[src/rtl/stencil_ub_sched.sv]
// stencil_ub_sched: write/read scheduler for a KxK-stencil unified buffer over an IN_W x IN_H tile
module stencil_ub_sched #(
  parameter int IN_W   = 64,
  parameter int IN_H   = 64,
  parameter int K      = 3,
  parameter int CTRL_W = 16
) (
  input  logic              clk,
  input  logic              rst_n,
  input  logic              flush,
  input  logic              start,
  input  logic              in_valid,
  output logic              in_ready,
  output logic              wr_wen,
  output logic [CTRL_W-1:0] wr_ctrl_vars [2:0],
  input  logic              out_ready,
  output logic              rd_ren,
  output logic [CTRL_W-1:0] rd_ctrl_vars [2:0],
  output logic              rd_data_valid,
  output logic              busy,
  output logic              done
);
  localparam int CW = $clog2(IN_W * IN_H) + 2;
  typedef enum logic [1:0] {IDLE, RUN, DRAIN, DONE} state_t;
  state_t state, state_n;
  logic [CTRL_W-1:0] wx, wy, rx, ry;
  logic [CW-1:0] wcount, thr;
  logic launch, wx_end, rx_end, wlast, rlast, win_ok;
  assign launch   = start & (state == IDLE | state == DONE);
  assign wx_end   = wx == CTRL_W'(IN_W - 1);
  assign rx_end   = rx == CTRL_W'(IN_W - K);
  assign wlast    = wx_end & (wy == CTRL_W'(IN_H - 1));
  assign rlast    = rx_end & (ry == CTRL_W'(IN_H - K));
  // bottom-right pixel of the current window must have been written in an earlier cycle
  assign thr      = (CW'(ry) + CW'(K - 1)) * CW'(IN_W) + CW'(rx) + CW'(K - 1);
  assign win_ok   = wcount > thr;
  assign in_ready = state == RUN;
  assign wr_wen   = in_valid & in_ready;
  assign rd_ren   = (state == RUN | state == DRAIN) & win_ok & out_ready;
  assign busy     = state == RUN | state == DRAIN;
  assign done     = state == DONE;
  always_comb begin
    wr_ctrl_vars[0] = '0;
    wr_ctrl_vars[1] = wx;
    wr_ctrl_vars[2] = wy;
    rd_ctrl_vars[0] = '0;
    rd_ctrl_vars[1] = rx;
    rd_ctrl_vars[2] = ry;
  end
  always_comb begin
    state_n = flush ? IDLE :
              launch ? RUN :
              (state == RUN && wr_wen && wlast) ? DRAIN :
              (state == DRAIN && rd_ren && rlast) ? DONE : state;
  end
  always_ff @(posedge clk or negedge rst_n) begin
    if (!rst_n) state <= IDLE;
    else state <= state_n;
  end
  always_ff @(posedge clk or negedge rst_n) begin
    if (!rst_n) begin
      {wx, wy, rx, ry} <= '0;
      wcount <= '0;
      rd_data_valid <= 1'b0;
    end else begin
      rd_data_valid <= rd_ren & ~flush;
      if (flush | launch) begin
        {wx, wy, rx, ry} <= '0;
        wcount <= '0;
      end else begin
        if (wr_wen) begin
          wx <= wx_end ? '0 : wx + CTRL_W'(1);
          if (wx_end) wy <= wy + CTRL_W'(1);
          wcount <= wcount + CW'(1);
        end
        if (rd_ren) begin
          rx <= rx_end ? '0 : rx + CTRL_W'(1);
          if (rx_end) ry <= ry + CTRL_W'(1);
        end
      end
    end
  end
endmodule

[config.mk]
export PLATFORM = sky130hd
export DESIGN_NAME = stencil_ub_sched
export DESIGN_NICKNAME = d
export VERILOG_FILES = /design/src/rtl/stencil_ub_sched.sv
export SDC_FILE = /design/constraint.sdc
export NUM_CORES = 1
export LEC_CHECK = 0
export CAP_MARGIN = 10
export CORE_MARGIN = 4
export CORE_UTILIZATION = 52
export CTS_BUF_LIST = sky130_fd_sc_hd__clkbuf_16
export DETAILED_ROUTE_END_ITERATION = 10
export PLACE_DENSITY = 0.81
export SLEW_MARGIN = 20
export SYNTH_ARGS = -nofsm -noshare
export SYNTH_HDL_FRONTEND = slang
export SYNTH_SLANG_ARGS = --single-unit
[constraint.sdc]
create_clock -name clk -period 5.1 [get_ports clk]
set_input_delay 1.02 -clock clk [delete_from_list [all_inputs] [get_ports clk]]
set_output_delay 1.02 -clock clk [all_outputs]
set_load 0.02 [all_outputs]
==> results of run 1 <==
## metal layers
| layer | vias to the layer above | GRT usage | wire length [um] |
|---|---|---|---|
| met1 | 2270 | 0.3128 | 5781 |
| met4 | 0 | 0.08296 | 262 |
| met3 | 22 | 0.05861 | 924 |
| met5 | - | 0 | 0 |
| li1 | 2231 | - | - |
| met2 | 198 | 0.3829 | 6490 |
## layout make-up
type                            count  area (um^2)
Multi-Input combinational cell    486         3028
Clock buffer                        9        225.2
Inverter                           13        48.80
Tap cell                          133        166.4
Clock inverter                      6        116.4
Timing Repair Buffer               80        784.5
Fill cell                         793         3468
Sequential cell                    81         2027
## state kept, by name, summed over array words and instances, names as in the netlist
name,flops
wcount,14
wx,16
state,2
ry,16
rd_data_valid,1
rx,16
wy,16
## critical path, delay by kind of cell (launching register included)
family,cells,cell delay (ns)
simple gates,3,0.62
buf+inv,1,0.22
fa+ha+maj,3,0.86
xor+xnor,2,0.26
compound gates,5,1.01
flops,1,0.45
## what timing repair did
item,in CTS,in global routing
gates resized for setup,1,3
setup buffers,0,0
setup endpoints to repair,1,1
pin swaps,0,0
## cells by family (layout without fill, tap and decap cells)
kind of cell / after synthesis / after routing
adders and majority gates: 33 / 33
muxes: 3 / 3
buffers and inverters: 61 / 108
xor gates and xnor gates: 56 / 56
other: 1 / 32
AOI/OAI and AO/OA: 112 / 112
and+or+nand+nor: 250 / 250
DFF: 81 / 81
## synth_stat cells, drive strengths merged (7+ instances only)
master  count
nand2      52
a21oi      31
nor4        8
nand4      22
xnor2      19
inv        13
o31ai      18
o21ai      37
ha         33
and3        9
or4         7
dfrtp      81
and4        9
buf        41
nand3      37
nor2       68
and2        7
clkbuf      7
nor3       11
xor2       37
## cell usage in the layout, fill, tap and decap left out, drive strengths merged, types with 8 or more instances in the layout
| cell type | synthesis | layout |
|---|---|---|
| dfrtp | 81 | 81 |
| clkdlybuf4s50 | 0 | 73 |
| nor2 | 68 | 68 |
| nand2 | 52 | 52 |
| nand3 | 37 | 37 |
| xor2 | 37 | 37 |
| o21ai | 37 | 37 |
| ha | 33 | 33 |
| conb | 1 | 32 |
| a21oi | 31 | 31 |
| nand4 | 22 | 22 |
| xnor2 | 19 | 19 |
| o31ai | 18 | 18 |
| inv | 13 | 14 |
| nor3 | 11 | 11 |
| clkbuf | 7 | 10 |
| and3 | 9 | 9 |
| and4 | 9 | 9 |
| nor4 | 8 | 8 |
## power groups by stage
stage                     Combinational (mW)  Sequential, mW  Clock (mW)
after floorplan                        0.103           0.668           0
after global placement                 0.134           0.666           0
after detailed placement               0.137           0.667           0
after CTS                              0.138           0.655       0.761
after global routing                   0.154           0.655       0.789
final                                  0.139           0.655       0.750
## how the worst max path moves through the flow
| stage | slack [ns] | depth (start not counted) | end | from |
|---|---|---|---|---|
| after floorplan | 0.97 | 13 | rd_ren | ry[1]$_DFFE_PN0P_ |
| after global placement | 0.54 | 13 | rd_ren | ry[0]$_DFFE_PN0P_ |
| after detailed placement | 0.38 | 14 | rd_ren | ry[1]$_DFFE_PN0P_ |
| after CTS | 0.23 | 12 | rd_ren | ry[0]$_DFFE_PN0P_ |
| after global routing | 0.09 | 13 | rd_ren | ry[0]$_DFFE_PN0P_ |
| final | 0.32 | 14 | rd_ren | ry[1]$_DFFE_PN0P_ |
## stage by stage
stage / hold slack (ns) / setup WS (ns) / utilization / power, mW
after floorplan: 0.5109 / 0.9739 / - / 0.7720
after global placement: 0.5066 / 0.5399 / 0.6128 / 0.7997
after detailed placement: 0.5110 / 0.3756 / 0.6128 / 0.8038
after CTS: 0.5208 / 0.2344 / 0.6473 / 1.554
after global routing: 0.5531 / 0.08845 / 0.6484 / 1.599
final: 0.5244 / 0.3244 / 0.6484 / 1.544
==> impl_metrics.ini, run 1 <==
[run_status]
status = completed

[clock_network]
numClockSinks = 81
clockBufferDepth = 2
cts_buffers = 9
path_clk_slew_ns = 0.06
hold_buffers = 0
cts_tree = built
htreeDepth = 3
worstSkewPairLatency_ns = 0.34
root_buffer = clkbuf_16

[floorplan]
die_h_um = 108.9
io-pin-count = 108
start_util = 0.5369
core-area_um2 = 9864
dieArea_um2 = 11860
die_w_um = 108.9
num_rows = 36

[hold_path]
hold_class = reg -> reg
hold-path-endpoint = rx[15]$_DFFE_PN0P_
hold-path-cell-count = 1
min_from = rx[15]$_DFFE_PN0P_

[drt]
drc = 0
via_count = 4721
ant_nets = 0
viasPerCell = 5.843
drt_iter0_drc = 342
routed_wl_um = 13460
wl_per_cell_um = 16.66
dr.pass1.iters = 4

[synthesis]
avgSynthCellArea_um2 = 8.872
seq_area_frac_synth = 0.3827
synth_edf_count = 0
synthSimpleGateAreaFrac = 0.2395
netlist_area_um2 = 5296
synthDominantCellAreaShare = 0.3827
syn-instance-count = 597
yosys-top-cells-area = dfrtp_1, ha_1, xor2_1
yosys.area.top_type = dfrtp_1
synth_compound_gate_area_share = 0.1311
synth_fa_ha_area_frac = 0.07796
yosysWarnings = 0
synth-seq-cells = 81
synthMuxAreaShare = 0.005670
ys_types = 54
synth_top_family_by_area = simple AND/OR/NAND/NOR gates
synth_top_flop_cell = dfrtp_1
yosys.area_share.xor_xnor = 0.09261
synthArstFlopShare = 1.000

[sta]
slew_violations = 0
slew_headroom = 0.3184
rsz0062_at_grt = false
tightest_slew_ns = 1.022
fin_crit_sh = 0.9364
fmaxAchievable_ghz = 0.2094
setup_viol = 0
hold_violations = 0
fin_skew_ns = 0.008626
post-route-min-period_ns = 4.776
setup_tns_ns = 0

[power_and_ir_drop]
p_clk_frac = 0.486
seq_power_share = 0.424
p_sw_frac = 0.2473
powerDensity_nw_per_um2 = 241.4
power_switching_mw = 0.3818
p_int_mw = 1.162
combPwrFrac = 0.090
vdd_drop_max_uv = 131.0
p_leak_nw = 2.701

[global_route]
antenna_found_initial = 0
grtUsageTotal = 0.2381
grt_pass1_vias = 4643
grt_max_degree = 82
gr-total-overflow = 0
grt_pass1_wl_um = 22710

[setup_path]
crit_top_cell = ha_1
required_ns = 4.08
r2r_cells = 15
path_cells = ha_1 -> xor2_1 -> ha_1 -> nor3_1 -> o211ai_1 -> a31o_2 -> a21oi_1 -> xnor2_1 -> ha_1 -> nand4_1 -> nor2_1 -> o31ai_1 -> a21oi_1 -> clkbuf_2
path_max_fanout = 7
startpoint_type = register
slowest_delay_ns = 0.45
worst-setup-path-type = reg -> out
reg2reg_to = ry[15]$_DFFE_PN0P_
rrSetupSlack_ns = 0.87
cp.arrival_ns = 3.76
slowest_stage = dfrtp_1
worstSetupEndpointType = primary output
r2r_start = ry[1]$_DFFE_PN0P_

[placement]
dp_cells = 793
placed_area_um2 = 6045
port_buffers = 75
place_congestion = 0.9355
place_hpwl_um = 9467

[cells_and_area]
drive_gt1_frac = 0.04296
nNetsFinal = 710
syn_to_final_growth_pct = 20.77
fin_area_um2 = 6396
final_cells = 808
n_antenna_cell = 0

[flow_run]
drv_cap = 0
Power figures use the tool's default switching activity.
==> inputs of run 2 (changes only) <==
--- a/config.mk
+++ b/config.mk
@@ -7,10 +7,11 @@
 export LEC_CHECK = 0
 export CAP_MARGIN = 10
 export CORE_MARGIN = 4
-export CORE_UTILIZATION = 52
+export CORE_UTILIZATION = 55
 export CTS_BUF_LIST = sky130_fd_sc_hd__clkbuf_16
 export DETAILED_ROUTE_END_ITERATION = 10
-export PLACE_DENSITY = 0.81
+export DONT_BUFFER_PORTS = 1
+export PLACE_DENSITY = 0.7
 export SLEW_MARGIN = 20
 export SYNTH_ARGS = -nofsm -noshare
 export SYNTH_HDL_FRONTEND = slang
==> run 2 against run 1 <==
Cell area fell by 13%. Non-clock buffer count fell by 74. Register-to-register slack barely moved. Die area fell by 5.1%. Utilization fell by 4.9 points. Highest routed layer unchanged. Fmax rose by 1.3%. Clock-buffer cell count did not move. Setup slack improved by 0.060 ns. Final cell count fell by 9.5%. Global-route usage fell by 1.1 points. Sequential power barely moved.
==> impl_metrics.ini, run 2 (synthesis results as in run 1) <==
[run_status]
status = completed

[sta]
fin_skew_ns = 0.005804
setup_viol = 0
post-route-min-period_ns = 4.716
slew_headroom = 0.4791
rsz0062_at_grt = false
fin_crit_sh = 0.9247
slew_violations = 0
hold_slack_ns = 0.3789
fin_ws_ns = 0.3841
setup_tns_ns = 0
fmaxAchievable_ghz = 0.2120
tightest_slew_ns = 0.7791
hold_violations = 0

[floorplan]
io-pin-count = 108
die_h_um = 106.1
dieArea_um2 = 11260
num_rows = 35
die_w_um = 106.1
core-area_um2 = 9328
start_util = 0.5678

[drt]
dr.pass1.iters = 5
routed_wl_um = 12650
via_count = 4398
drt_iter0_drc = 239
viasPerCell = 6.016
drc = 0
wl_per_cell_um = 17.31
ant_nets = 0

[cells_and_area]
nNetsFinal = 636
final_cells = 731
fin_area_um2 = 5588
final_cell_mix = dfrtp_1, nor2_1, nand2_1
syn_to_final_growth_pct = 5.504
finish.utilization = 0.5991
mostFrequentLayoutCell = dfrtp_1
drive_gt1_frac = 0.05150
n_antenna_cell = 0

[setup_path]
path_max_fanout = 7
cp.arrival_ns = 3.70
slowest_stage = dfrtp_1
critPathTopFamily = compound AO/OA/AOI/OAI gates
slowest_delay_ns = 0.52
path_cells = ha_1 -> xor2_1 -> ha_1 -> nor3_1 -> o211ai_1 -> a31o_2 -> a21oi_1 -> xnor2_1 -> ha_1 -> nand4_1 -> nor2_1 -> o31ai_1 -> a21oi_2
required_ns = 4.08
worstSetupEndpointType = primary output
rrSetupSlack_ns = 0.86
crit_top_cell = ha_1
startpoint_type = register
cp_num_buf_inv = 0
worst-setup-path-type = reg -> out

[placement]
port_buffers = 0
place_ws_ns = 0.5754
place_congestion = 0.9399
place_hpwl_um = 9045
dp_cells = 715
placed_area_um2 = 5301

[global_route]
antenna_found_initial = 0
gr-total-overflow = 0
grt_use_met2 = 0.3706
grt_max_degree = 82
grt_pass1_wl_um = 20930
grt_use_met3 = 0.05039
grt_pass1_vias = 4168
gr-usage-met1 = 0.2947
busiest_layer = met2
grtUsageTotal = 0.2270

[clock_network]
clockBufferDepth = 2
root_buffer = clkbuf_16
post_cts_buffers = 0
htreeDepth = 3
worstSkewPairLatency_ns = 0.33
cts_buffers = 9
numClockSinks = 81
path_clk_slew_ns = 0.06
cts_tree = built

[power_and_ir_drop]
vdd_drop_max_uv = 153.8
power_mw = 1.387
p_leak_nw = 2.420
powerDensity_nw_per_um2 = 248.3

[flow_run]
drv_cap = 0

[hold_path]
hold_class = in -> async
==> run 2: cell types whose count changed in the layout (fill, tap and decap cells not counted), sizes merged <==
cell	before	now
clkinvlp	0	1
inv	14	18
bufinv	3	0
clkdlybuf4s50	73	0
clkbuf	10	9
clkinv	2	1
==> run 2: path summary, 6_finish.rpt <==
check / start / to / cells past startpoint
max in group asynchronous: rst_n / wy[7]$_DFFE_PN0P_ / 0
min in group clk: wcount[13]$_DFFE_PN0P_ / wcount[13]$_DFFE_PN0P_ / 2
max reg2reg: ry[1]$_DFFE_PN0P_ / ry[13]$_DFFE_PN0P_ / 15
min reg2reg: wcount[13]$_DFFE_PN0P_ / wcount[13]$_DFFE_PN0P_ / 2
max: ry[1]$_DFFE_PN0P_ / rd_ren / 13
min: rst_n / rx[0]$_DFFE_PN0P_ / 0
==> run 2: cell type report <==
| type | count | area (um^2) |
|---|---|---|
| sequential | 81 | 2027 |
| multi-input combinational | 486 | 3027 |
| clock buffer | 9 | 225.2 |
| timing repair buffer | 6 | 45.04 |
| tap | 129 | 161.4 |
| fill | 829 | 3740 |
| clock inverter | 7 | 53.80 |
| inverter | 13 | 48.80 |
==> run 2: metal layers <==
layer  routed length [um]  vias to the layer above  share of wire
met5                    0                        -              0
met4                  292                        0          0.023
met3                  934                       27          0.074
met2                 6081                      164           0.48
met1                 5346                     2125           0.42
li1                     -                     2082              -
==> run 2: power breakdown <==
| part | internal [mW] | switching, mW |
|---|---|---|
| Clock | 0.336 | 0.282 |
| Sequential | 0.646 | 0.0108 |
| Combinational | 0.0262 | 0.0856 |
| Total | 1.01 | 0.379 |
==> run 2: repair_timing <==
item / in CTS / in global routing
endpoints found under the hold margin: 0 / 0
hold buffers: 0 / 0
endpoints found under the setup margin: 0 / 1
gates resized for setup: 0 / 1
==> inputs of run 3 (changes only) <==
--- a/config.mk
+++ b/config.mk
@@ -7,11 +7,10 @@
 export LEC_CHECK = 0
 export CAP_MARGIN = 10
 export CORE_MARGIN = 4
-export CORE_UTILIZATION = 55
+export CORE_UTILIZATION = 50
 export CTS_BUF_LIST = sky130_fd_sc_hd__clkbuf_16
 export DETAILED_ROUTE_END_ITERATION = 10
 export DONT_BUFFER_PORTS = 1
-export PLACE_DENSITY = 0.7
 export SLEW_MARGIN = 20
 export SYNTH_ARGS = -nofsm -noshare
 export SYNTH_HDL_FRONTEND = slang
==> run 3 against run 2 <==
Non-clock buffer count grew 1. Routed wire length is 1.1% lower. Setup slack got worse by 0.033 ns. Final cell count is 1.1% higher. Die area rose by 9.2%. Register-to-register slack hardly changed. Sequential share of layout area about the same.
==> impl_metrics.ini, run 3 (synthesis results as in run 1) <==
[drt]
wl_per_cell_um = 16.93
dr.pass1.iters = 4
routed_wl_um = 12510
drt_iter0_drc = 166
drc = 0
via_count = 4286
viasPerCell = 5.800
ant_nets = 0

[setup_path]
required_ns = 4.08
worst-setup-path-type = reg -> out
worstSetupEndpointType = primary output
r2r_cells = 15
path_max_fanout = 7
startpoint_type = register
cp.arrival_ns = 3.73

[clock_network]
htreeDepth = 3
root_buffer = clkbuf_16
clockBufferDepth = 2
cts_buffers = 9
post_cts_buffers = 0
worstSkewPairLatency_ns = 0.33
cts-resized-gates = 0
numClockSinks = 81
hold_buffers = 0
path_clk_slew_ns = 0.06
cts_tree = built

[cells_and_area]
mostFrequentLayoutCell = dfrtp_1
fin_area_um2 = 5587
drive_gt1_frac = 0.04975
n_antenna_cell = 0
final_cell_mix = dfrtp_1, nor2_1, nand2_1
syn_to_final_growth_pct = 5.481
nNetsFinal = 637

[sta]
setup_tns_ns = 0
rsz0062_at_grt = false
setup_viol = 0
post-route-min-period_ns = 4.749
fin_crit_sh = 0.9312
slew_headroom = 0.4542
slew_violations = 0
tightest_slew_ns = 0.8101
fin_skew_ns = 0.007602
hold_violations = 0
fmaxAchievable_ghz = 0.2106

[global_route]
gr-total-overflow = 0
grt_max_degree = 82
antenna_found_initial = 0
grt_pass1_wl_um = 20730
grtUsageTotal = 0.2029
grt_pass1_vias = 4132

[placement]
placed_area_um2 = 5318
port_buffers = 0
place_hpwl_um = 9110
place_congestion = 0.8490

[floorplan]
die_w_um = 110.9
num_rows = 37
die_h_um = 110.9
io-pin-count = 108
core-area_um2 = 10320
dieArea_um2 = 12300
start_util = 0.5130

[hold_path]
hold_class = in -> async

[power_and_ir_drop]
p_sw_frac = 0.2609
seq_power_share = 0.487
combPwrFrac = 0.084
p_int_mw = 0.9985
p_leak_nw = 2.413
power_switching_mw = 0.3525
vdd_drop_max_uv = 127.5
power_mw = 1.351
powerDensity_nw_per_um2 = 241.8
p_clk_frac = 0.430

[flow_run]
drv_cap = 0

[run_status]
status = completed
-- run 3: worst paths after layout --
| check | from | end | slack, ns |
|---|---|---|---|
| max | ry[1]$_DFFE_PN0P_ | rd_ren | 0.35 |
| min | rst_n | ry[2]$_DFFE_PN0P_ | 0.38 |
| max reg2reg | ry[1]$_DFFE_PN0P_ | ry[11]$_DFFE_PN0P_ | 0.85 |
| min reg2reg | wcount[13]$_DFFE_PN0P_ | wcount[13]$_DFFE_PN0P_ | 0.57 |
| max in group asynchronous | rst_n | wy[11]$_DFFE_PN0P_ | 4.57 |
| min in group clk | wcount[13]$_DFFE_PN0P_ | wcount[13]$_DFFE_PN0P_ | 0.57 |
-- run 3: layout make-up --
cell class                      count  area (um^2)
Clock buffer                        9        225.2
Clock inverter                      7        40.04
Fill cell                         972         4737
Inverter                           13        48.80
Multi-Input combinational cell    486         3023
Sequential cell                    81         2027
Tap cell                          136        170.2
Timing Repair Buffer                7        52.55
-- run 3: power groups by stage --
stage               logic, mW  clock network, mW  registers [mW]
global route            0.125              0.632           0.658
floorplan               0.103                  0           0.668
finish                  0.113              0.580           0.657
global placement        0.112                  0           0.669
CTS                     0.113              0.599           0.657
detailed placement      0.112                  0           0.669
-- run 3: routing by layer --
layer / share of wire / vias to the layer above / track usage
met2: 0.50 / 112 / 0.3439
met5: 0 / - / 0
met4: 0.013 / 0 / 0.06650
li1: - / 2081 / -
met1: 0.43 / 2082 / 0.2506
met3: 0.058 / 11 / 0.05459
-- run 3: worst max-delay path: stages (launching register included) --
cell	delay, ns
dfrtp_1	0.52
ha_1	0.31
xor2_1	0.16
ha_1	0.34
nor3_1	0.20
nor2_1	0.08
a31o_2	0.24
a21oi_1	0.18
xnor2_1	0.10
ha_1	0.33
nand2_1	0.08
o21ai_0	0.31
a21oi_1	0.12
a21oi_2	0.40
-- run 3: through the flow --
stage                     hold WS, ns  std cells  setup slack, ns    util
final                          0.3797        739           0.3507  0.5411
after CTS                      0.3665        739           0.1731  0.5408
after global routing           0.3594        739          0.09890  0.5411
after floorplan                0.5109        628           0.9739       -
after global placement         0.5620        723           0.6585  0.5151
after detailed placement       0.5557        723           0.5428  0.5151
